### config.mk
export PLATFORM = sky130hd
export DESIGN_NAME = seg7_value_display
export DESIGN_NICKNAME = d
export VERILOG_FILES = /design/src/rtl/seg7_pkg.sv /design/src/rtl/bin2bcd_iter.sv /design/src/rtl/seg7_value_display.sv
export SDC_FILE = /design/constraint.sdc
export NUM_CORES = 1
export LEC_CHECK = 0
export BUFFER_PORTS_ARGS = -buffer_cell sky130_fd_sc_hd__buf_2
export CAP_MARGIN = 10
export CORE_MARGIN = 8
export CORE_UTILIZATION = 60
export DETAILED_ROUTE_END_ITERATION = 16
export GPL_ROUTABILITY_DRIVEN = 0
export GPL_TIMING_DRIVEN = 1
export PLACE_DENSITY = 0.79
export SLEW_MARGIN = 30
export SYNTH_ARGS = -nofsm -noshare
export SYNTH_HDL_FRONTEND = slang
export SYNTH_HIERARCHICAL = 1
export SYNTH_SLANG_ARGS = --single-unit
### constraint.sdc
create_clock -name clk -period 2.3 [get_ports clk]
set_input_delay 0.46 -clock clk [delete_from_list [all_inputs] [get_ports clk]]
set_output_delay 0.46 -clock clk [all_outputs]
set_load 0.05 [all_outputs]
### src/rtl/seg7_pkg.sv
// Shared FSM state encoding and 7-segment glyph constants for the value display.
package seg7_pkg;

  typedef enum logic [2:0] {
    CAPTURE = 3'd0,
    CONVERT = 3'd1,
    SIGN    = 3'd2,
    HUND    = 3'd3,
    TENS    = 3'd4,
    ONES    = 3'd5,
    GAP     = 3'd6,
    ERR     = 3'd7
  } state_t;

  // Segment order is {g,f,e,d,c,b,a}, active-high.
  localparam logic [6:0] SEG_0     = 7'h3F;
  localparam logic [6:0] SEG_1     = 7'h06;
  localparam logic [6:0] SEG_2     = 7'h5B;
  localparam logic [6:0] SEG_3     = 7'h4F;
  localparam logic [6:0] SEG_4     = 7'h66;
  localparam logic [6:0] SEG_5     = 7'h6D;
  localparam logic [6:0] SEG_6     = 7'h7D;
  localparam logic [6:0] SEG_7     = 7'h07;
  localparam logic [6:0] SEG_8     = 7'h7F;
  localparam logic [6:0] SEG_9     = 7'h6F;
  localparam logic [6:0] SEG_MINUS = 7'h40;
  localparam logic [6:0] SEG_E     = 7'h79;
  localparam logic [6:0] SEG_BLANK = 7'h00;

  function automatic logic [6:0] bcd_to_seg(input logic [3:0] digit);
    logic [6:0] glyph;
    case (digit)
      4'd0:    glyph = SEG_0;
      4'd1:    glyph = SEG_1;
      4'd2:    glyph = SEG_2;
      4'd3:    glyph = SEG_3;
      4'd4:    glyph = SEG_4;
      4'd5:    glyph = SEG_5;
      4'd6:    glyph = SEG_6;
      4'd7:    glyph = SEG_7;
      4'd8:    glyph = SEG_8;
      4'd9:    glyph = SEG_9;
      default: glyph = SEG_BLANK;
    endcase
    return glyph;
  endfunction

endpackage

### src/rtl/bin2bcd_iter.sv
// Iterative double-dabble: 10-bit unsigned to 3 BCD digits, one shift/add-3 step per clock.
module bin2bcd_iter
  import seg7_pkg::*;
(
  input  logic        clk,
  input  logic        reset,
  input  logic        start,
  input  logic [9:0]  bin,
  output logic [11:0] bcd,
  output logic        done
);

  logic [9:0]  shreg;
  logic [3:0]  steps_left;
  logic [11:0] bcd_adj;
  logic [21:0] shifted;

  always_comb begin
    bcd_adj = bcd;
    for (int n = 0; n < 3; n++) begin
      if (bcd[n*4 +: 4] >= 4'd5) bcd_adj[n*4 +: 4] = bcd[n*4 +: 4] + 4'd3;
    end
    shifted = {bcd_adj, shreg} << 1;
  end

  // done is high during the cycle whose closing edge applies the tenth step.
  assign done = (steps_left == 4'd1);

  always_ff @(posedge clk) begin
    if (reset) begin
      shreg      <= '0;
      bcd        <= '0;
      steps_left <= '0;
    end else if (start) begin
      shreg      <= bin;
      bcd        <= '0;
      steps_left <= 4'd10;
    end else if (steps_left != 4'd0) begin
      bcd        <= shifted[21:10];
      shreg      <= shifted[9:0];
      steps_left <= steps_left - 4'd1;
    end
  end

endmodule

### src/rtl/seg7_value_display.sv
// Samples ans/error once per frame and cycles sign, hundreds, tens, ones and a gap on one 7-segment digit.
module seg7_value_display
  import seg7_pkg::*;
#(
  parameter int DWELL_CYCLES = 5_000_000
) (
  input  logic       clk,
  input  logic       reset,
  input  logic [9:0] ans,
  input  logic       error,
  output logic [6:0] seg,
  output logic       dp,
  output logic       frame_start
);

  localparam int DW = (DWELL_CYCLES > 1) ? $clog2(DWELL_CYCLES) : 1;

  state_t        state;
  state_t        state_nxt;
  logic [DW-1:0] dwell_cnt;
  logic          dwell_tc;
  logic          in_dwell;
  logic          neg;
  logic [9:0]    mag;
  logic [11:0]   bcd;
  logic          bcd_done;
  logic [6:0]    glyph;

  // 10'h200 negates to itself, which read as unsigned is the wanted 512.
  assign mag      = ans[9] ? (~ans + 10'd1) : ans;
  assign dwell_tc = (dwell_cnt == DW'(DWELL_CYCLES - 1));
  assign in_dwell = (state != CAPTURE) && (state != CONVERT);

  bin2bcd_iter u_bin2bcd (
    .clk   (clk),
    .reset (reset),
    .start (state == CAPTURE),
    .bin   (mag),
    .bcd   (bcd),
    .done  (bcd_done)
  );

  always_comb begin
    state_nxt = state;
    case (state)
      CAPTURE: state_nxt = error ? ERR : CONVERT;
      CONVERT: if (bcd_done) state_nxt = SIGN;
      SIGN:    if (dwell_tc) state_nxt = HUND;
      HUND:    if (dwell_tc) state_nxt = TENS;
      TENS:    if (dwell_tc) state_nxt = ONES;
      ONES:    if (dwell_tc) state_nxt = GAP;
      GAP:     if (dwell_tc) state_nxt = CAPTURE;
      ERR:     if (dwell_tc) state_nxt = GAP;
      default: state_nxt = CAPTURE;
    endcase
  end

  always_comb begin
    glyph = SEG_BLANK;
    case (state)
      SIGN:    glyph = neg ? SEG_MINUS : SEG_BLANK;
      HUND:    glyph = bcd_to_seg(bcd[11:8]);
      TENS:    glyph = bcd_to_seg(bcd[7:4]);
      ONES:    glyph = bcd_to_seg(bcd[3:0]);
      ERR:     glyph = SEG_E;
      default: glyph = SEG_BLANK;
    endcase
  end

  // Outputs are registered from the current state, so they trail it by one clock.
  always_ff @(posedge clk) begin
    if (reset) begin
      state       <= CAPTURE;
      dwell_cnt   <= '0;
      neg         <= 1'b0;
      seg         <= SEG_BLANK;
      dp          <= 1'b0;
      frame_start <= 1'b0;
    end else begin
      state       <= state_nxt;
      if (state == CAPTURE) neg <= ans[9];
      if (in_dwell) dwell_cnt <= dwell_tc ? '0 : dwell_cnt + DW'(1);
      else          dwell_cnt <= '0;
      seg         <= glyph;
      dp          <= (state == ONES);
      frame_start <= (state == CAPTURE);
    end
  end

endmodule
# == Word level (Yosys, flattened, before mapping) ==
# Memories as Yosys holds them, arrays and structs flattened. A register that Yosys moved wholly into a read port is not among the register bits.
# Index checks and enable logic that the tools add are counted.
# classes
add_sub_neg,6
multipliers,0
div,0
magnitude_cmp,3
n_eq_ne,16
n_shift,0
n_mux,24
n_bitwise,2
n_reduce_logical,9
# ops
operator,n
4-bit 2-to-1 mux,10
7-bit one-hot mux with 5 select lines,1
10-bit 2-to-1 mux,3
3-bit 2-to-1 mux,8
"23-bit by 1-bit adder with 23-bit output, second input constant",1
"23-bit == test, second input constant",1
3-bit one-hot mux with 7 select lines,1
"3-bit == test, second input constant",4
"4-bit by 3-bit >= comparator with 1-bit output, second input constant",3
"10-bit by 1-bit adder with 10-bit output, second input constant",1
"2-bit != test, second input constant",5
10-bit inverter,1
"4-bit by 2-bit adder with 4-bit output, second input constant",2
7-bit 2-to-1 mux,1
"3-bit by 2-bit == test with 1-bit output, second input constant",2
6-bit AND reduction,1
"4-bit by 1-bit == test with 1-bit output, second input constant",1
4-bit nonzero test,1
2-bit OR reduction,2
"4-bit by 1-bit subtractor with 4-bit output, second input constant",1
"3-bit by 2-bit adder with 3-bit output, second input constant",1
"3-bit by 1-bit == test with 1-bit output, second input constant",1
3-bit zero test,1
"3-bit by 1-bit != test with 1-bit output, second input constant",1
other kinds (6),6
# totals
regBits,62
latchBits,0
ramBits,0
rom_bits,336
input_bits,13
out_inout_bits,9
elab_cells,73
memories,3
# memory_table
memory,depth,word_bits,read_ports,rd_clocked_by_memory_dff,write_ports,line_no,text
(no name shown),16,7,1,1,0,seg7_pkg.sv:32,case (digit)
(no name shown),16,7,1,1,0,seg7_pkg.sv:32,
(no name shown),16,7,1,1,0,seg7_pkg.sv:32,

# == Longest topological paths before layout ==
# logic_depth
ltp_word,4
depth_mapped,7
depth_no_buf,7

# == Hierarchy ==
# The synthesis kept the hierarchy.
# by_module_without_submodules
mod,n_inst,cells_each,area_per_inst_um2,seq_area_each_um2
seg7_value_display,1,283,2224.6,720.7
bin2bcd_iter,1,164,1313.8,520.5

# == Worst setup path after synthesis ==
# Ideal clock, no wire load.
# synth_timing
kind,register -> register
from,register state[2]
to,register u_bin2bcd.bcd[10]
setup_ns,0.062
arrival_time_ns,1.861
slack_ns,0.377
stages_incl_launch_ff,7
n_path_buf,2
synth_period_minus_slack_ns,1.923
path_cell_list,dfxtp_1 -> clkbuf_1 -> nor3_1 -> or2_2 -> buf_2 -> or4_1 -> nand3_1
# synth_via
elab_chain_len,2
# synth_lines
element,line_no,text
start: declaration,seg7_value_display.sv:18,state_t state;
start signal: assignment,seg7_value_display.sv:80,state <= state_nxt;
3-bit zero test,seg7_value_display.sv:37,".start (state == CAPTURE),"
2-bit OR reduction (no source line),--,
end signal: assignment,bin2bcd_iter.sv:39,bcd <= shifted[21:10];
end: declaration,bin2bcd_iter.sv:9,"output logic [11:0] bcd,"
# Every way passes these cells.
# A chain may end at the register's enable or synchronous reset.

# == Final worst setup path ==
# layout_timing
from,register dwell_cnt[0]
to,register dwell_cnt[13]
# layout_via
elab_chain_len,2
elab_cells_between_ends,3
classes_between,add/sub: 1; eq/ne: 1; reduce/logical: 1
# layout_lines
element,line_no,text
start: declaration,seg7_value_display.sv:20,logic [DW-1:0] dwell_cnt;
start signal: assignment,seg7_value_display.sv:82,if (in_dwell) dwell_cnt <= dwell_tc ? '0 : dwell_cnt + DW'(1);
"parallel branches: the longest is 2 deep, another holds 23-bit by 1-bit adder with 23-bit output",--,
# Parallel ways; which one is timed is not known.

==> flow_metrics.tcl <==
set metrics [dict create \
    hold_path_class "in -> reg" \
    post-route-util 0.6702 \
    dieWidth_um 92.80 \
    cts_buffers 9 \
    layout_setup_ws_ns 0.2683 \
    period_share 0.8833 \
    p_per_area_nw_per_um2 825.6 \
    crit_type "reg -> reg" \
    postCtsResizedCells 0 \
    end_kind "flop" \
    ctsRootBufferMaster "clkbuf_8" \
    setup_tns_ns 0 \
    max_freq_mhz 492.2 \
    die_h_um 92.80 \
    synth_top_area_frac 0.3508 \
    leakage_nw 1.400 \
    ant_nets 0 \
    yosysSeqAreaShare 0.3508 \
    firstDrtPassIters 6 \
    syn_to_final_growth_pct 10.15 \
    syn_area_um2 3538 \
    async_reset_ff_frac 0 \
    initial_core_util 0.6084 \
    antenna_found_initial 0 \
    io_buffers 21 \
    syn_area_per_cell_um2 7.916 \
    synth_top_cell_by_area "dfxtp_1" \
    finalNetCount 503 \
    dpl.hpwl_mm 5.023 \
    synthTopCellsByArea "dfxtp_1 (35%), ha_1 (8.1%), a21oi_1 (5.8%)" \
    synth.yosys.warnings 6 \
    hold_ws_ns 0.3737 \
    grt_pass1_vias 2831 \
    setup_viol 0 \
    netlist_instances 447 \
    status "finished, final reports clean" \
    synth_cell_types 43 \
    r2r-start "dwell_cnt[0]" \
    period_minus_slack_ns 2.032 \
    htreeDepth 3 \
    dr_total_vias 3106 \
    min_from "ans[0]" \
    design.die.area_um2 8611 \
    total_power_mw 3.218 \
    final_hold_viol_count 0 \
    ios 22 \
    synth-edff-count 0 \
    crit_arrival_ns 2.26 \
    irDropWorstVdd_uv 605.6 \
    stdcell_area_um2 3897 \
    required_ns 2.53 \
    gr-usage-all-layers 0.1748 \
    drt-total-wl_mm 7.205 \
    synthFlopType "dfxtp_1" \
    drt_iter0_drc 243 \
    dpl.cell_count 531 \
    grt_max_degree 27 \
    grt_overflow_total 0 \
    cts_setup_buffers 0 \
    clock_latency_ns 0.34 \
    max_slew.worst_pin.slew_ns 0.5057 \
    diodes 0 \
    place_area_um2 3722 \
    via_per_inst 5.689 \
    rows 28 \
    maxSlewViolCount 0 \
    maxCapViolations 0 \
    skew_ns 0.007566 \
    slew_headroom 0.6603 \
    clock_tree.buffer_depth 2 \
    core_area_um2 5816 \
    clk_pin_slew_ns 0.07 \
    cts_tree "built" \
    drc 0 \
    cts.sink_count 62 \
    pre_cts_ws_ns 0.2809 \
    cp_max_fo 22 \
    crit_start "dwell_cnt[0]" \
    wl_per_cell_um 13.20 \
    drive_above_1_share 0.1104 \
    crit_path_start_kind "flop" \
    rsz0062_at_grt "false" \
    syn_nets 483 \
    cts_hold_buf 0 \
    synth_seq_cells 62 \
    final_cell_count_no_fill 546 \
    grt_pass1_wl_mm 12.58 \
]
kinds of logic after synthesis:
| kind of cell | synth area share |
|---|---|
| buffers and inverters | 0.05057 |
| DFF | 0.3508 |
| adders and majority gates | 0.08133 |
| and+or+nand+nor | 0.2705 |
| muxes | 0.005658 |
| AOI/OAI and AO/OA | 0.1719 |
| xor gates and xnor gates | 0.06931 |
report_power, final:
part	switching [mW]	internal, mW
logic	0.667	0.366
registers	0.140	1.19
clock network	0.408	0.442
total	1.22	2.00
cell usage in the layout (no fill, tap or decap), types with 4 or more instances in the layout:
master,Yosys,layout
a41oi_1,4,4
nor2_1,42,42
a21o_1,9,9
o21ai_0,33,33
nor2b_1,4,4
buf_2,8,21
or4_1,8,8
xnor2_1,18,18
ha_1,23,23
nor3_1,13,12
clkbuf_8,0,11
nor4_1,4,4
inv_1,23,23
nand4_1,13,13
nand2_1,52,52
a21oi_1,41,41
buf_4,0,7
xor2_1,10,10
nand3_1,20,20
nand2b_1,10,10
dfxtp_1,62,62
worst paths after layout:
path                              to  slack (ns)  cells after the start
hold / removal    u_bin2bcd/shreg[0]        0.37                      3
setup reg to reg       dwell_cnt[13]        0.27                      6
setup / recovery       dwell_cnt[13]        0.27                      6
hold reg to reg     u_bin2bcd/bcd[0]        0.48                      2
layout make-up:
| class | instances | area [µm²] |
|---|---|---|
| multi-input combinational | 342 | 2123 |
| clock inverter | 3 | 20.02 |
| timing repair buffer | 29 | 177.7 |
| sequential | 62 | 1241 |
| inverter | 23 | 86.33 |
| tap | 75 | 93.84 |
| clock buffer | 12 | 155.1 |
| fill | 497 | 1918 |
routing by layer:
layer,share of wire,global-route usage,up-vias
met5,0,0,-
met4,0.019,0.05906,0
met3,0.052,0.04773,16
met2,0.43,0.2716,77
met1,0.49,0.2274,1409
li1,-,-,1604
flip-flops by register name, summed over array words and instances, names as in the netlist:
signal                cells
u_bin2bcd/steps_left      4
u_bin2bcd/shreg          10
dwell_cnt                23
dp                        1
neg                       1
seg                       7
u_bin2bcd/bcd            12
frame_start               1
state                     3
Yosys cell counts, types with 2 or more instances:
| cell type | number |
|---|---|
| nor4_1 | 4 |
| ha_1 | 23 |
| and3_1 | 3 |
| xor2_1 | 10 |
| nand2b_1 | 10 |
| nand2_1 | 52 |
| nand4_1 | 13 |
| xnor2_1 | 18 |
| dfxtp_1 | 62 |
| or2_2 | 2 |
| o21ai_0 | 33 |
| nand3_1 | 20 |
| nor2b_1 | 4 |
| clkbuf_1 | 11 |
| buf_2 | 8 |
| inv_1 | 23 |
| and4_1 | 3 |
| a31oi_1 | 3 |
| nor4b_1 | 3 |
| nor3_1 | 13 |
| or4_1 | 8 |
| o311ai_2 | 3 |
| a41oi_1 | 4 |
| a21oi_1 | 41 |
| mux2i_1 | 2 |
| a21o_1 | 9 |
| nor3b_1 | 3 |
| nand3b_1 | 3 |
| nor2_1 | 42 |
critical path, cell delays in order (launching register included):
cell and delay (ns):
dfxtp_1 0.41, ha_1 0.29, nand3_4 0.13, or4_1 0.68, nand2_1 0.18, buf_12 0.17
nor2_1 0.06
No activity file was read; power rests on OpenSTA's default activity.
